===== config.mk =====
export PLATFORM = sky130hd
export DESIGN_NAME = alu_exec_unit
export DESIGN_NICKNAME = d
export VERILOG_FILES = /design/src/rtl/alu_pkg.sv /design/src/rtl/alu_shift_iter.sv /design/src/rtl/alu_exec_unit.sv
export SDC_FILE = /design/constraint.sdc
export NUM_CORES = 1
export LEC_CHECK = 0
export CAP_MARGIN = 30
export CORE_MARGIN = 4
export CORE_UTILIZATION = 53
export CTS_CLUSTER_SIZE = 25
export DETAILED_ROUTE_END_ITERATION = 6
export PLACE_DENSITY_LB_ADDON = 0.05
export SYNTH_ARGS = -nofsm -noshare
export SYNTH_HDL_FRONTEND = slang
export SYNTH_SLANG_ARGS = --single-unit
export TNS_END_PERCENT = 5

===== constraint.sdc =====
create_clock -name clk_i -period 4.45 [get_ports clk_i]
set_clock_uncertainty 0.2 [all_clocks]
set_input_delay 1.1125 -clock clk_i [delete_from_list [all_inputs] [get_ports clk_i]]
set_output_delay 1.1125 -clock clk_i [all_outputs]
set_load 0.05 [all_outputs]

===== src/rtl/alu_pkg.sv =====
// rtl/alu_pkg.sv - ALU control code table and execution-unit FSM encoding
// Purpose: one code table shared by the ALU-op decoder and alu_exec_unit.
// Contents: ALU_* 4-bit control codes, alu_state_e FSM states, alu_is_shift().
package alu_pkg;

  localparam logic [3:0] ALU_ADD     = 4'b0000;
  localparam logic [3:0] ALU_SUB     = 4'b0001;
  localparam logic [3:0] ALU_SLL     = 4'b0010;
  localparam logic [3:0] ALU_SLT     = 4'b0011;
  localparam logic [3:0] ALU_SLTU    = 4'b0100;
  localparam logic [3:0] ALU_XOR     = 4'b0101;
  localparam logic [3:0] ALU_SRL     = 4'b0110;
  localparam logic [3:0] ALU_SRA     = 4'b0111;
  localparam logic [3:0] ALU_OR      = 4'b1000;
  localparam logic [3:0] ALU_AND     = 4'b1001;
  localparam logic [3:0] ALU_SGE     = 4'b1011;
  localparam logic [3:0] ALU_SGEU    = 4'b1100;
  localparam logic [3:0] ALU_INVALID = 4'b1111;

  typedef enum logic [1:0] {
    ST_IDLE  = 2'd0,
    ST_SHIFT = 2'd1,
    ST_DONE  = 2'd2
  } alu_state_e;

  function automatic logic alu_is_shift(input logic [3:0] op);
    return (op == ALU_SLL) || (op == ALU_SRL) || (op == ALU_SRA);
  endfunction

endpackage


===== src/rtl/alu_shift_iter.sv =====
// rtl/alu_shift_iter.sv - iterative 1-bit-per-cycle shifter with down-counter
// Purpose: holds the operand being shifted and the remaining shift count.
// Ports:
//   clk_i, rst_ni  clock, synchronous active-low reset
//   load           capture value_in/shamt/dir/arith (start of a shift op)
//   en             perform one shift step this cycle (while count is nonzero)
//   dir            0 = left, 1 = right
//   arith          right shifts fill with the msb instead of 0
//   value_in       operand to shift
//   shamt          number of 1-bit steps
//   value          register contents after one more step (the next value)
//   done           the pending step is the last one (count == 1)
module alu_shift_iter #(
  parameter int WIDTH   = 32,
  parameter int SHAMT_W = 5
) (
  input  logic               clk_i,
  input  logic               rst_ni,
  input  logic               load,
  input  logic               en,
  input  logic               dir,
  input  logic               arith,
  input  logic [WIDTH-1:0]   value_in,
  input  logic [SHAMT_W-1:0] shamt,
  output logic [WIDTH-1:0]   value,
  output logic               done
);

  logic [WIDTH-1:0]   sreg_q;
  logic [SHAMT_W-1:0] cnt_q;
  logic               dir_q;
  logic               arith_q;

  // Direction and fill mode are latched at load so the caller's op may change.
  always_comb begin
    value = sreg_q;
    if (dir_q) begin
      value = {arith_q & sreg_q[WIDTH-1], sreg_q[WIDTH-1:1]};
    end else begin
      value = {sreg_q[WIDTH-2:0], 1'b0};
    end
    done = (cnt_q == SHAMT_W'(1));
  end

  always_ff @(posedge clk_i) begin
    if (!rst_ni) begin
      sreg_q  <= '0;
      cnt_q   <= '0;
      dir_q   <= 1'b0;
      arith_q <= 1'b0;
    end else if (load) begin
      sreg_q  <= value_in;
      cnt_q   <= shamt;
      dir_q   <= dir;
      arith_q <= arith;
    end else if (en && (cnt_q != '0)) begin
      sreg_q  <= value;
      cnt_q   <= cnt_q - SHAMT_W'(1);
    end
  end

endmodule


===== src/rtl/alu_exec_unit.sv =====
// rtl/alu_exec_unit.sv - multi-cycle ALU execution unit (IDLE/SHIFT/DONE)
// Purpose: executes one ALU control code on two operands; single-cycle ops
//   finish in one cycle, shifts iterate one bit per cycle.
// Ports:
//   clk_i, rst_ni         clock, synchronous active-low reset
//   valid_i, ready_o      operation handshake (ready_o only in IDLE)
//   op_i, a_i, b_i        control code and operands, captured at accept
//   valid_o, ready_i      result handshake (valid_o only in DONE)
//   result_o              registered result
//   zero_o                result_o == 0
//   illegal_o             op_i was not a defined code
module alu_exec_unit
  import alu_pkg::*;
#(
  parameter int WIDTH = 32
) (
  input  logic             clk_i,
  input  logic             rst_ni,
  input  logic             valid_i,
  output logic             ready_o,
  input  logic [3:0]       op_i,
  input  logic [WIDTH-1:0] a_i,
  input  logic [WIDTH-1:0] b_i,
  output logic             valid_o,
  input  logic             ready_i,
  output logic [WIDTH-1:0] result_o,
  output logic             zero_o,
  output logic             illegal_o
);

  localparam int SHAMT_W = $clog2(WIDTH);

  alu_state_e         state_q, state_d;
  logic               accept;
  logic               shift_load;
  logic [SHAMT_W-1:0] shamt;
  logic [WIDTH-1:0]   alu_res;
  logic               alu_illegal;
  logic [WIDTH-1:0]   shift_value;
  logic               shift_done;
  logic               shift_en;

  assign shamt      = b_i[SHAMT_W-1:0];
  assign accept     = valid_i && ready_o;
  // Zero-distance shifts take the single-cycle path and return a_i unchanged.
  assign shift_load = accept && alu_is_shift(op_i) && (shamt != '0);
  assign shift_en   = (state_q == ST_SHIFT);

  // Single-cycle datapath.
  always_comb begin
    alu_res     = '0;
    alu_illegal = 1'b0;
    case (op_i)
      ALU_ADD:  alu_res = a_i + b_i;
      ALU_SUB:  alu_res = a_i - b_i;
      ALU_SLL,
      ALU_SRL,
      ALU_SRA:  alu_res = a_i;
      ALU_SLT:  alu_res = {{(WIDTH-1){1'b0}}, ($signed(a_i) < $signed(b_i))};
      ALU_SLTU: alu_res = {{(WIDTH-1){1'b0}}, (a_i < b_i)};
      ALU_XOR:  alu_res = a_i ^ b_i;
      ALU_OR:   alu_res = a_i | b_i;
      ALU_AND:  alu_res = a_i & b_i;
      ALU_SGE:  alu_res = {{(WIDTH-1){1'b0}}, ($signed(a_i) >= $signed(b_i))};
      ALU_SGEU: alu_res = {{(WIDTH-1){1'b0}}, (a_i >= b_i)};
      default:  alu_illegal = 1'b1;
    endcase
  end

  alu_shift_iter #(
    .WIDTH   (WIDTH),
    .SHAMT_W (SHAMT_W)
  ) u_shift (
    .clk_i    (clk_i),
    .rst_ni   (rst_ni),
    .load     (shift_load),
    .en       (shift_en),
    .dir      (op_i != ALU_SLL),
    .arith    (op_i == ALU_SRA),
    .value_in (a_i),
    .shamt    (shamt),
    .value    (shift_value),
    .done     (shift_done)
  );

  // Next-state and handshake outputs.
  always_comb begin
    state_d = state_q;
    ready_o = rst_ni && (state_q == ST_IDLE);
    valid_o = (state_q == ST_DONE);
    case (state_q)
      ST_IDLE: begin
        if (accept) begin
          state_d = shift_load ? ST_SHIFT : ST_DONE;
        end
      end
      ST_SHIFT: begin
        if (shift_done) begin
          state_d = ST_DONE;
        end
      end
      ST_DONE: begin
        if (ready_i) begin
          state_d = ST_IDLE;
        end
      end
      default: state_d = ST_IDLE;
    endcase
  end

  always_ff @(posedge clk_i) begin
    if (!rst_ni) begin
      state_q   <= ST_IDLE;
      result_o  <= '0;
      zero_o    <= 1'b0;
      illegal_o <= 1'b0;
    end else begin
      state_q <= state_d;
      if (accept && !shift_load) begin
        result_o  <= alu_res;
        zero_o    <= (alu_res == '0);
        illegal_o <= alu_illegal;
      end else if (shift_en && shift_done) begin
        // The last step's value is written directly, saving a cycle.
        result_o  <= shift_value;
        zero_o    <= (shift_value == '0);
        illegal_o <= 1'b0;
      end
    end
  end

endmodule


* Word-level counts from Yosys, hierarchy flattened
Cells that the tools add are included.
Word-level totals: register bits 75, input bits 72, output and inout bits 36, word-level logic and storage cells 76
Cells by class: add/sub/neg operators 3, order comparisons 4, equal/unequal tests 18, muxes and demuxes 18, bitwise operators 4, reductions and logical operators 21
Operators by type and width (count):
- $pmux 32 s10 | 1
- $mux 32 | 5
- $ge 32x32->1 | 2
- $logic_not 32->1 | 2
- $lt 32x32->1 | 2
- $add 32x32->32 | 1
- $and 32x32->32 | 1
- $or 32x32->32 | 1
- $sub 32x32->32 | 1
- $xor 32x32->32 | 1
- $eq 4x3->1 const B | 4
- $eq 4x4->1 const B | 4
- $reduce_or 12->1 | 1
- $mux 5 | 2
- $reduce_bool 5->1 | 2
- $eq 4x2->1 const B | 2
- $mux 2 | 4
- $logic_and 1x1->1 | 7
- $pmux 2 s3 | 1
- $eq 5x1->1 const B | 1
- $mux 1 | 5
- $sub 5x1->5 const B | 1
- $eq 4x1->1 const B | 1
- $logic_not 4->1 | 1
- other kinds (12) | 15

* Logic depth before layout (Yosys ltp)
word-level depth 8, gate-level depth with buffers 16, gate-level depth less buffers 16

* By module
A second synthesis with hierarchy kept.
Unflattened totals: cell total of the unflattened synthesis 1408, area total of the unflattened synthesis 9988.3 um2
Modules (own cells, without submodules):
- alu_exec_unit | instances 1, cells an instance 1133, area an instance 7682.4 um2, seq. area each 720.7 um2
- alu_shift_iter | instances 1, cells an instance 275, area an instance 2306.0 um2, seq. area each 780.7 um2

* Worst setup path before layout
Ideal clock, no wire load.
path kind in2reg, from in b_i[1], to reg zero_o, library setup time 59 ps, data arrival time 4412 ps, required time 4191 ps, path slack -221 ps, cell stages on the path 14, path buffers 0, cell sequence inv_1 -> ha_1 -> a211oi_2 -> o211ai_2 -> a41o_2 -> a2111oi_4 -> o41ai_4 -> nor3b_1 -> a221o_1 -> nand4b_1 -> or4b_1 -> or4_1 -> nor2_1 -> a31o_1
Between the ends: word-level cells in the longest chain between the ends 5, elaborated cells on any way between the ends 17, those cells by class add/sub: 2; order compare: 4; mux: 2; bitwise: 3; reduce/logical: 6
RTL lines:
- start: declaration | RTL line alu_exec_unit.sv:23 | input logic [WIDTH-1:0] b_i,
- parallel branches: the longest is 5 deep, another holds $sub 32x32->32
- end signal: assignment | RTL line alu_exec_unit.sv:121 | zero_o <= (alu_res == '0);
- end signal: assignment | RTL line alu_exec_unit.sv:126 | zero_o <= (shift_value == '0);
- end: declaration | RTL line alu_exec_unit.sv:27 | output logic zero_o,
Parallel ways; which one is timed is not known. A chain may end at the register's enable or synchronous reset.

* Worst setup path after layout
from in a_i[6], to reg zero_o
Between the ends: word-level cells in the longest chain between the ends 4, elaborated cells on any way between the ends 12, those cells by class add/sub: 2; order compare: 4; mux: 2; bitwise: 3; reduce/logical: 1
RTL lines:
- start: declaration | RTL line alu_exec_unit.sv:22 | input logic [WIDTH-1:0] a_i,
- $sub 32x32->32, or another cell as far along | RTL line alu_exec_unit.sv:55 | ALU_SUB: alu_res = a_i - b_i;
- $pmux 32 s10 (*) | RTL line alu_exec_unit.sv:53 | case (op_i)
- $logic_not 32->1 (*) | RTL line alu_exec_unit.sv:121
- $mux 1 (*) | RTL line alu_exec_unit.sv:119 | if (accept && !shift_load) begin
Every way passes the cells marked *; elsewhere a longest branch is shown, timed or not.

==> flow_summary.ini <==
[critical_path]
critical_path_peak_fanout = 4
worstSetupStartpointType = input port
path_class = input port to register
end_kind = register
r2r_end = zero_o
r2r_cells = 8
crit_arrival_ns = 4.82
reg2reg_from = u_shift.dir_q
r2r_setup_slack_ns = 1.24
required_ns = 4.54

[clock_network]
cts_tree = yes
cts_buffers = 9
root_buffer = clkbuf_16
ctsHtreeMaxLevel = 3
clkSinkCount = 75
clock_path_buffers = 2
hold_buffers = 0
cts.clk_slew.worst_paths_ns = 0.06
clock_latency_ns = 0.35

[global_route]
grt_pass1_vias = 12910
grt.overflow.total = 0
grt_start_max_net_pins = 76
antenna_found_initial = 0
track_usage_pct = 42.94
grt_pass1_wl_um = 69470

[min_path]
hp-start = illegal_o
worstHoldPathType = register to register
hold_end = illegal_o
whs_path_depth = 2

[timing]
fmax_mhz = 211.8
grt_setup_unrepaired = true
report.final.hold_viol_count = 0
fin_ws_ns = -0.2722
final-max-slew-violation-count = 0
worst_slew_pin_slew_ns = 0.8641
relSlewSlack_pct = 41.79
post-route-period-util_pct = 106.1
setup_viol = 1
final.min_clock_period_ns = 4.722

[routing]
routed_wl_um = 46820
initialDrtViolationCount = 1521
vias_per_cell = 6.621
ant_nets = 0
drcViolationCount = 0
vias = 13370
routedWlPerCell_um = 23.18
dr.pass1.iters = 7

[floorplanning]
die_area_mm2 = 0.02054
ios = 108
initial_core_util_pct = 54.02
die_x_um = 143.3
rows = 49
die_h_um = 143.3
coreArea_mm2 = 0.01796

[place]
hpwl_um = 33580
gp_congestion = 1.017
place_ws_ns = -1.189
numPortBuffers = 107

[power_and_ir_drop]
peakVddDrop_uv = 238.9
p_per_area_mw_per_mm2 = 220.3
p_leak_nw = 6.534

[finish]
syn_to_final_growth_pct = 56.19
fin_util_pct = 84.38
drive_gt1_share_pct = 39.75
nets = 1959
diodes = 0

[outcome]
status = finished, violations left
violations = negative setup slack

[synth]
synth_simple_gate_area_share_pct = 23.49
yosysSeqAreaShare_pct = 15.47
ys_warn_count = 0
synth_mux_area_share_pct = 4.087
yosysMostFrequentCell = nand2_1
ys_types = 97
synth-edff-count = 0
yosysTopAreaCellShare_pct = 15.47
synth_commonest_cells = nand2_1 (127), nor2_1 (114), ha_1 (99)
syn-num-nets = 1498
synth_flop_cell = dfxtp_1
synth_xor_area_share_pct = 0.9025
synth_compound_area_share_pct = 33.91
async_reset_ff_share_pct = 0
synth_top_family_by_area = compound AO/OA/AOI/OAI gates
ys_seq_elements = 75
syn_area_per_cell_um2 = 7.324
netlist_instances = 1325
yosysTopAreaCell = dfxtp_1
synth_area_leaders = dfxtp_1 (15%), ha_1 (13%), nand2_1 (4.9%), nor2_1 (4.4%), a21oi_1 (4.3%)
synthAdderAreaFrac_pct = 13.18
syn_area_mm2 = 0.009704

[run]
drv_cap = 0
==> placed cells by master (no fill, tap or decap), drive strengths merged, types with 41 or more instances in the layout <==
cell type,count
nor2,114
a22oi,41
buf,451
o21ai,67
ha,99
dfxtp,75
a21oi,85
clkdlybuf4s50,64
inv,98
nand2,128
==> layer usage <==
layer	vias to the layer above	share of wire (%)	GRT usage, %
li1	5822	-	-
met1	6180	35	49.71
met2	1024	44	69.81
met3	348	11	9.884
met4	0	10	30.72
met5	-	0	0
==> stage by stage <==
stage	TNS [ns]	hold slack (ns)	area [µm²]	cells	power (W)
floorplan	-0.1749	0.2506	9747	1325	0.001557
global placement	-8.387	0.2652	13650	1967	0.002321
detailed placement	-9.172	0.2730	13650	1967	0.002341
CTS	-0.3489	0.2812	14570	2006	0.003113
global route	-0.3811	0.3019	15160	2020	0.003454
finish	-0.2722	0.2818	15160	2020	0.003340
==> final cells by class <==
type | count | area, µm²
Multi-Input combinational cell | 1062 | 8393
Timing Repair Buffer | 539 | 4324
Fill cell | 1113 | 2806
Sequential cell | 75 | 1501
Inverter | 99 | 382.9
Tap cell | 229 | 286.5
Clock buffer | 10 | 229.0
Clock inverter | 6 | 40.04
==> worst max-delay path, cell delays in order <==
cell      delay [ns]
buf_2           0.12
inv_2           0.05
ha_4            0.31
buf_6           0.11
nor2_1          0.05
o311ai_2        0.36
a21oi_4         0.07
buf_6           0.14
o311ai_4        0.36
buf_4           0.18
buf_4           0.10
buf_4           0.09
nand3_1         0.08
a32oi_1         0.19
o21ai_0         0.34
nor2_1          0.24
nand4_1         0.15
or4_4           0.55
nor2_2          0.10
a31o_1          0.10
==> timing repair <==
item                       in CTS  in global routing
buffers inserted               24                 14
setup endpoints to repair      12                  7
pin swaps                      37                 65
gates resized for setup       215                165
==> cells by family (layout without fill, tap and decap cells) <==
kind of cell | after synthesis | count (layout)
and+or+nand+nor | 460 | 460
AOI/OAI and AO/OA | 454 | 454
buffers and inverters | 188 | 654
adders and majority gates | 101 | 101
DFF | 75 | 75
muxes | 37 | 37
xor gates and xnor gates | 10 | 10
==> power by group <==
group          switching [W]  internal [W]
Clock               0.000316      0.000378
Combinational        0.00104      0.000865
Sequential         0.0000312      0.000707
==> flip-flops by register name (all words and copies together) (netlist names) <==
signal	count
u_shift.arith_q	1
u_shift.sreg_q	32
u_shift.cnt_q	5
result_o	32
illegal_o	1
state_q	2
u_shift.dir_q	1
zero_o	1
==> worst max path at each step <==
stage                     startpoint     end  slack, ns  depth (start not counted)
after floorplan               b_i[4]  zero_o      -0.17                         15
after global placement        b_i[1]  zero_o      -1.13                         17
after detailed placement     a_i[12]  zero_o      -1.19                         16
after CTS                     b_i[1]  zero_o      -0.35                         15
after global routing         a_i[20]  zero_o      -0.35                         16
final                         a_i[6]  zero_o      -0.27                         20
Power figures use the tool's default switching activity.
